## config.mk

```make
export PLATFORM = sky130hd
export DESIGN_NAME = blake2s_block_sched
export DESIGN_NICKNAME = d
export VERILOG_FILES = /design/src/rtl/blake2s_block_sched.sv
export SDC_FILE = /design/constraint.sdc
export NUM_CORES = 1
export LEC_CHECK = 0
export ABC_AREA = 1
export BUFFER_PORTS_ARGS = -buffer_cell sky130_fd_sc_hd__buf_2
export CAP_MARGIN = 10
export CORE_UTILIZATION = 40
export CTS_BUF_LIST = sky130_fd_sc_hd__clkbuf_4
export CTS_CLUSTER_DIAMETER = 200
export CTS_CLUSTER_SIZE = 8
export DETAILED_ROUTE_END_ITERATION = 10
export SLEW_MARGIN = 20
export SYNTH_ARGS = -nofsm -noshare
export SYNTH_HDL_FRONTEND = slang
export SYNTH_SLANG_ARGS = --single-unit
```

## constraint.sdc

```tcl
create_clock -name clk -period 4.7 [get_ports clk]
set_input_delay 0.94 -clock clk [delete_from_list [all_inputs] [get_ports clk]]
set_output_delay 0.94 -clock clk [all_outputs]
set_load 0.02 [all_outputs]
```

## src/rtl/blake2s_block_sched.sv

```systemverilog
// blake2s_block_sched
// Frames a key + message byte stream into 64-byte BLAKE2s blocks for the hash
// core. The key (if any) gets its own zero-padded block. The message tail is
// zero padded to 64 bytes. Each byte is tagged with first/last-block flags.
// Between blocks the scheduler waits for the core's blk_done_i.
//
// Build option: define BLAKE2S_SCHED_ABORT_EN to add the synchronous abort_i
// input. Without it, only nreset can end a hash that is in progress.
module blake2s_block_sched (
  input  logic        clk,
  input  logic        nreset,
  input  logic        start_i,
  input  logic [7:0]  kk_i,
  input  logic [63:0] ll_i,
  input  logic        src_valid_i,
  input  logic [7:0]  src_data_i,
  output logic        src_ready_o,
  input  logic        blk_done_i,
  output logic        data_v_o,
  output logic [7:0]  data_o,
  output logic [5:0]  data_idx_o,
  output logic        block_first_o,
  output logic        block_last_o,
  output logic        busy_o,
  output logic        done_o,
  output logic        err_o
`ifdef BLAKE2S_SCHED_ABORT_EN
  ,
  input  logic        abort_i
`endif
);

  localparam logic [2:0] S_IDLE = 3'd0;
  localparam logic [2:0] S_KEY  = 3'd1;
  localparam logic [2:0] S_KPAD = 3'd2;
  localparam logic [2:0] S_MSG  = 3'd3;
  localparam logic [2:0] S_MPAD = 3'd4;
  localparam logic [2:0] S_WAIT = 3'd5;
  localparam logic [2:0] S_DONE = 3'd6;

  logic [2:0]  state, state_n;
  logic [5:0]  idx, idx_n;
  logic [5:0]  kk, kk_n;
  logic [63:0] rem, rem_n;
  logic        first, first_n;
  logic        last_blk, last_n;

  logic        ready_n, busy_n, done_n, err_n;
  logic        dv_n, first_out_n, last_out_n;
  logic [7:0]  dat_n;
  logic [5:0]  idx_out_n;
  logic        accept;
  logic        abort;

`ifdef BLAKE2S_SCHED_ABORT_EN
  assign abort = abort_i;
`else
  assign abort = 1'b0;
`endif

  // src_ready_o is a registered function of state, so it is valid as an accept qualifier
  assign accept = src_valid_i && src_ready_o;

  // Next-state, block bookkeeping and next output values
  always_comb begin
    state_n = state;
    idx_n   = idx;
    kk_n    = kk;
    rem_n   = rem;
    first_n = first;
    last_n  = last_blk;
    dv_n    = 1'b0;
    dat_n   = '0;
    done_n  = 1'b0;
    err_n   = 1'b0;

    case (state)
      S_IDLE: begin
        if (start_i) begin
          if (kk_i > 8'd32) begin
            err_n = 1'b1;
          end else begin
            kk_n    = kk_i[5:0];
            rem_n   = ll_i;
            first_n = 1'b1;
            idx_n   = '0;
            // A key block is last only when no message follows; otherwise the
            // first message block is last when the whole message fits in it.
            if (kk_i != 8'd0) begin
              last_n  = (ll_i == 64'd0);
              state_n = S_KEY;
            end else if (ll_i != 64'd0) begin
              last_n  = (ll_i <= 64'd64);
              state_n = S_MSG;
            end else begin
              last_n  = 1'b1;
              state_n = S_MPAD;
            end
          end
        end
      end

      S_KEY: begin
        if (accept) begin
          dv_n  = 1'b1;
          dat_n = src_data_i;
          idx_n = idx + 6'd1;
          if (idx == kk - 6'd1) begin
            state_n = S_KPAD;
          end
        end
      end

      S_KPAD: begin
        dv_n  = 1'b1;
        idx_n = idx + 6'd1;
        if (idx == 6'd63) begin
          state_n = S_WAIT;
        end
      end

      S_MSG: begin
        if (accept) begin
          dv_n  = 1'b1;
          dat_n = src_data_i;
          idx_n = idx + 6'd1;
          rem_n = rem - 64'd1;
          // A full block takes precedence: the final byte landing on idx 63
          // needs no padding.
          if (idx == 6'd63) begin
            state_n = S_WAIT;
          end else if (rem == 64'd1) begin
            state_n = S_MPAD;
          end
        end
      end

      S_MPAD: begin
        dv_n  = 1'b1;
        idx_n = idx + 6'd1;
        if (idx == 6'd63) begin
          state_n = S_WAIT;
        end
      end

      S_WAIT: begin
        if (blk_done_i) begin
          first_n = 1'b0;
          if (last_blk || (rem == 64'd0)) begin
            state_n = S_DONE;
            done_n  = 1'b1;
          end else begin
            last_n  = (rem <= 64'd64);
            state_n = S_MSG;
          end
        end
      end

      S_DONE: begin
        state_n = S_IDLE;
      end

      default: begin
        state_n = S_IDLE;
      end
    endcase

    if (abort) begin
      state_n = S_IDLE;
      dv_n    = 1'b0;
      done_n  = 1'b0;
      err_n   = 1'b0;
    end

    // Write-side sideband is only meaningful alongside a byte write
    idx_out_n   = dv_n ? idx : '0;
    first_out_n = dv_n & first;
    last_out_n  = dv_n & last_blk;
    if (!dv_n) begin
      dat_n = '0;
    end

    ready_n = (state_n == S_KEY) || (state_n == S_MSG);
    busy_n  = (state_n != S_IDLE);
  end

  // Scheduler state registers
  always_ff @(posedge clk or negedge nreset) begin
    if (!nreset) begin
      state    <= S_IDLE;
      idx      <= '0;
      kk       <= '0;
      rem      <= '0;
      first    <= 1'b0;
      last_blk <= 1'b0;
    end else begin
      state    <= state_n;
      idx      <= idx_n;
      kk       <= kk_n;
      rem      <= rem_n;
      first    <= first_n;
      last_blk <= last_n;
    end
  end

  // Registered outputs: one cycle from accept/pad decision to core write
  always_ff @(posedge clk or negedge nreset) begin
    if (!nreset) begin
      src_ready_o   <= 1'b0;
      data_v_o      <= 1'b0;
      data_o        <= '0;
      data_idx_o    <= '0;
      block_first_o <= 1'b0;
      block_last_o  <= 1'b0;
      busy_o        <= 1'b0;
      done_o        <= 1'b0;
      err_o         <= 1'b0;
    end else begin
      src_ready_o   <= ready_n;
      data_v_o      <= dv_n;
      data_o        <= dat_n;
      data_idx_o    <= idx_out_n;
      block_first_o <= first_out_n;
      block_last_o  <= last_out_n;
      busy_o        <= busy_n;
      done_o        <= done_n;
      err_o         <= err_n;
    end
  end

endmodule
```

==> results.md <==
* Result of the run: finished, final reports clean
* Switching Power at ~2 mW
* Register share of total power at 38.9%
* Syn-to-layout area delta at 12.2%
* Sw frac at 49.1%
* Insertion delay to the later sink of the worst-skew pair at 0.52 ns
* Largest vdd supply drop at between 0.2 and 0.25 mV
* Number of antenna violations at the first check in global routing at 1
* Fill count at about 1.9k
* Total negative slack at 0 ns
* Average cell area after synthesis at 6.50 sq um
* CTS clock-pin slew for the worst setup and hold paths at 0.18 ns
* Critical Path RT at 5.10 ns
* Crit Path Class: flop to flop
* DRC viols at 0
* Count leader, synth: sky130_fd_sc_hd__nand2_1
* Worst setup skew after layout at 0.0227 ns
* Post-DP HPWL at about 16000 um
* Int Pwr at 2.08 mW
* DIE AREA at 0.0181 sq mm
* Multiplexer fraction of the synthesized cell area at 0%
* Global route total overflow at 0
* Met3 GRT Util at 4.17%
* Number of global-route vias before repair at about 6.7k
* All-Layer GR Usage at 23.8%
* Met2 usage at about two fifths
* Main combinational cell family by area after synthesis: simple AND/OR/NAND/NOR gates
* H-tree level count at 3
* Clock network fraction of design power at a little over an eighth
* Element type at the critical path start: flop
* Core region area at 0.0172 sq mm
* Synth Area in Compound Gates at 12.5%
* Final Hold Viols at 0
* Post-detailed-route via-to-cell ratio at ~5.0
* Arithmetic-cell share of the synthesized area counting full adders, half adders and majority gates at less than 1%
* Number of distinct standard cells referenced by the synthesized netlist at 38
* Cells after Synth at 1083
* Width of the die at 135 um
* Overall power at 4.08 mW
* Post-synthesis instance area at 0.00704 sq mm
* Die height at between 100 and 150 um
* Final setup violation count at 0
* PD cells at 517 mW/mm^2
* Total area of sequential cells at between 0.002 and 0.003 sq mm
* Total nets after synthesis at 1172
* Placement-stage cell area at ~0.0077 sq mm
* Simple-Gate Fraction of Synth Area at 38.5%
* Final number of max-transition violations at 0
* Minimum clock period after layout at 2.67 ns
* Maximum Capacitance Violations at 0
* Count of clock tree sinks at 102
* Vias at between 7k and 8k
* Buffers on Ports at between 100 and 150
* Worst-case setup margin in the final layout at 2.03 ns
* Global route hottest layer: met2
* Worst slack at placement at 1.62 ns
* Number of buffers on the longest clock path at 2
* Number of flip-flops and latches in the synthesized netlist at slightly above 100
* Wire length per cell after detailed routing at approximately 15 um
* Worst-path fanout max at 56
* Proportion of power drawn by combinational gates at 48.0%
* Portion of synthesized cell area occupied by the leading cell type at a little over a third
* Peak Freq at approximately 370 MHz
* Fraction of the yosys area taken by sequential cells at a little over a third
* Row Count at 48
* Hold bufs inserted after CTS at 0
* Fin crit share at 56.9%
* Final GP Congestion at slightly below 0.9
* Fraction of met1 tracks used by global routing at between 30% and 40%
* Maximum number of pins on one net before global-route repair at 67
* Relative slew margins at between 30% and 40%
* XOR/XNOR share of the synthesized area at approximately 4.2%
* Total iterations of the first detailed-routing run at 5
* CTS Buf Count at 9
* Number of synthesized flops with an enable pin at 0
* Fin nets at 1266
* Top area cells in the synthesized netlist: sky130_fd_sc_hd__dfrtp_1, sky130_fd_sc_hd__nand2_1, sky130_fd_sc_hd__nor2_1, sky130_fd_sc_hd__inv_1, sky130_fd_sc_hd__o21ai_0
* Synth warnings at 0
* CTS tree: built
* Leakage power at 3.71 nW
* Cells resized by post-CTS repair at 0
* Area of the multi-input gates at 0.00394 sq mm
* Number of setup buffers added after CTS at 0
* Worst min path class: primary input to async pin
* I/O pin count at between 100 and 150
* Setup repair after global routing missed its margin: false
* Cell type contributing the most total cell area after synthesis: sky130_fd_sc_hd__dfrtp_1
* Ratio of cells with drive above 1 in the final layout at 14.0%
* Initial cell density of the core at 40.8%
* Root Driver: sky130_fd_sc_hd__clkbuf_4
* Slew at the pin closest to its max-slew limit at 0.928 ns
* Primary flip-flop cell chosen by synthesis mapping: sky130_fd_sc_hd__dfrtp_1
* Count of nets left with antenna violations after detail routing at 0
* Final non-filler cell area at 0.00790 sq mm
* Leading post-synthesis cells by instance count: sky130_fd_sc_hd__nand2_1, sky130_fd_sc_hd__nor2_1, sky130_fd_sc_hd__dfrtp_1
* WP data arrival at 3.07 ns
* DR iter-0 viols at ~550
* Total Routed Length at a little over 20000 um
* Post-synth ARST share at 100%
* Crit. End Element: flop
* Wire length of the first global-routing pass at 33900 um
## cell usage in the layout, fill, tap and decap left out, types with 6 or more instances in the layout
master	n
sky130_fd_sc_hd__a21oi_1	22
sky130_fd_sc_hd__buf_2	104
sky130_fd_sc_hd__buf_4	8
sky130_fd_sc_hd__clkbuf_4	9
sky130_fd_sc_hd__dfrtp_1	102
sky130_fd_sc_hd__inv_1	96
sky130_fd_sc_hd__inv_2	6
sky130_fd_sc_hd__nand2_1	279
sky130_fd_sc_hd__nand2_2	9
sky130_fd_sc_hd__nand3_1	42
sky130_fd_sc_hd__nand4_1	17
sky130_fd_sc_hd__nor2_1	263
sky130_fd_sc_hd__nor2_2	6
sky130_fd_sc_hd__nor2_4	8
sky130_fd_sc_hd__nor3_1	14
sky130_fd_sc_hd__o211ai_1	6
sky130_fd_sc_hd__o21ai_0	70
sky130_fd_sc_hd__o21ai_1	40
sky130_fd_sc_hd__o22ai_1	13
sky130_fd_sc_hd__xor2_1	30
## critical path, cell delays in order (launching register included)
cell	delay, ns
sky130_fd_sc_hd__dfrtp_1	0.48
sky130_fd_sc_hd__inv_2	0.10
sky130_fd_sc_hd__nor2_4	0.11
sky130_fd_sc_hd__nand2_1	0.08
sky130_fd_sc_hd__buf_4	0.25
sky130_fd_sc_hd__inv_2	0.52
sky130_fd_sc_hd__buf_4	0.58
sky130_fd_sc_hd__o21ai_0	0.17
sky130_fd_sc_hd__o221ai_1	0.17
sky130_fd_sc_hd__o21ai_1	0.09
## worst paths after layout
| kind | startpoint | to | slack, ns | depth (start not counted) |
|---|---|---|---|---|
| worst max-delay path | state[0]$_DFF_PN0_ | rem[18]$_DFFE_PN0P_ | 2.03 | 9 |
| worst min-delay path | nreset | rem[45]$_DFFE_PN0P_ | 0.51 | 1 |
| worst max register to register | state[0]$_DFF_PN0_ | rem[18]$_DFFE_PN0P_ | 2.03 | 9 |
| worst min register to register | last_blk$_DFFE_PN0P_ | last_blk$_DFFE_PN0P_ | 0.54 | 2 |
| max in group asynchronous | nreset | src_ready_o$_DFF_PN0_ | 3.13 | 2 |
| min in group clk | last_blk$_DFFE_PN0P_ | last_blk$_DFFE_PN0P_ | 0.54 | 2 |
## flip-flops by register name (all words and copies together), names as in the netlist
name           count
src_ready_o        1
last_blk           1
done_o             1
first              1
state              3
data_idx_o         6
block_first_o      1
block_last_o       1
data_v_o           1
err_o              1
idx                6
busy_o             1
kk                 6
rem               64
data_o             8
## power groups by stage
| stage | clock, mW | sequential (mW) | combinational (mW) |
|---|---|---|---|
| final | 0.535 | 1.59 | 1.96 |
| after global routing | 0.575 | 1.64 | 2.26 |
| after CTS | 0.554 | 1.58 | 1.97 |
| after detailed placement | 0 | 1.60 | 1.96 |
| after global placement | 0 | 1.60 | 1.93 |
| after floorplan | 0 | 1.55 | 1.51 |
## layer usage
metal / vias to the layer above / part of all wire [%] / wire length [um]
li1: 3650 / - / -
met2: 147 / 45 / 9330
met5: - / 0 / 0
met3: 16 / 5.2 / 1080
met4: 0 / 1.1 / 227
met1: 3233 / 48 / 9990
## through the flow
| step | hold WS, ns | util, % | cells |
|---|---|---|---|
| floorplan | 0.460 | - | 1083 |
| global placement | 0.498 | 44.9 | 1391 |
| detailed placement | 0.505 | 44.9 | 1391 |
| CTS | 0.531 | 45.8 | 1407 |
| global route | 0.579 | 45.8 | 1408 |
| finish | 0.513 | 45.8 | 1408 |
## cell type report
cell class | instances | share of cell area, %
Tap cell | 225 | 3.57
Timing Repair Buffer | 112 | 7.35
Inverter | 102 | 4.85
Clock inverter | 7 | 1.14
Antenna cell | 1 | 0.0317
Clock buffer | 9 | 0.856
Sequential cell | 102 | 32.3
Multi-Input combinational cell | 850 | 49.9
## cells by family after synthesis
kind of cell,after synthesis
fa+ha+maj,4
flops,102
simple gates,649
compound gates,163
xor+xnor,34
buf+inv,131
Power figures use the tool's default switching activity.
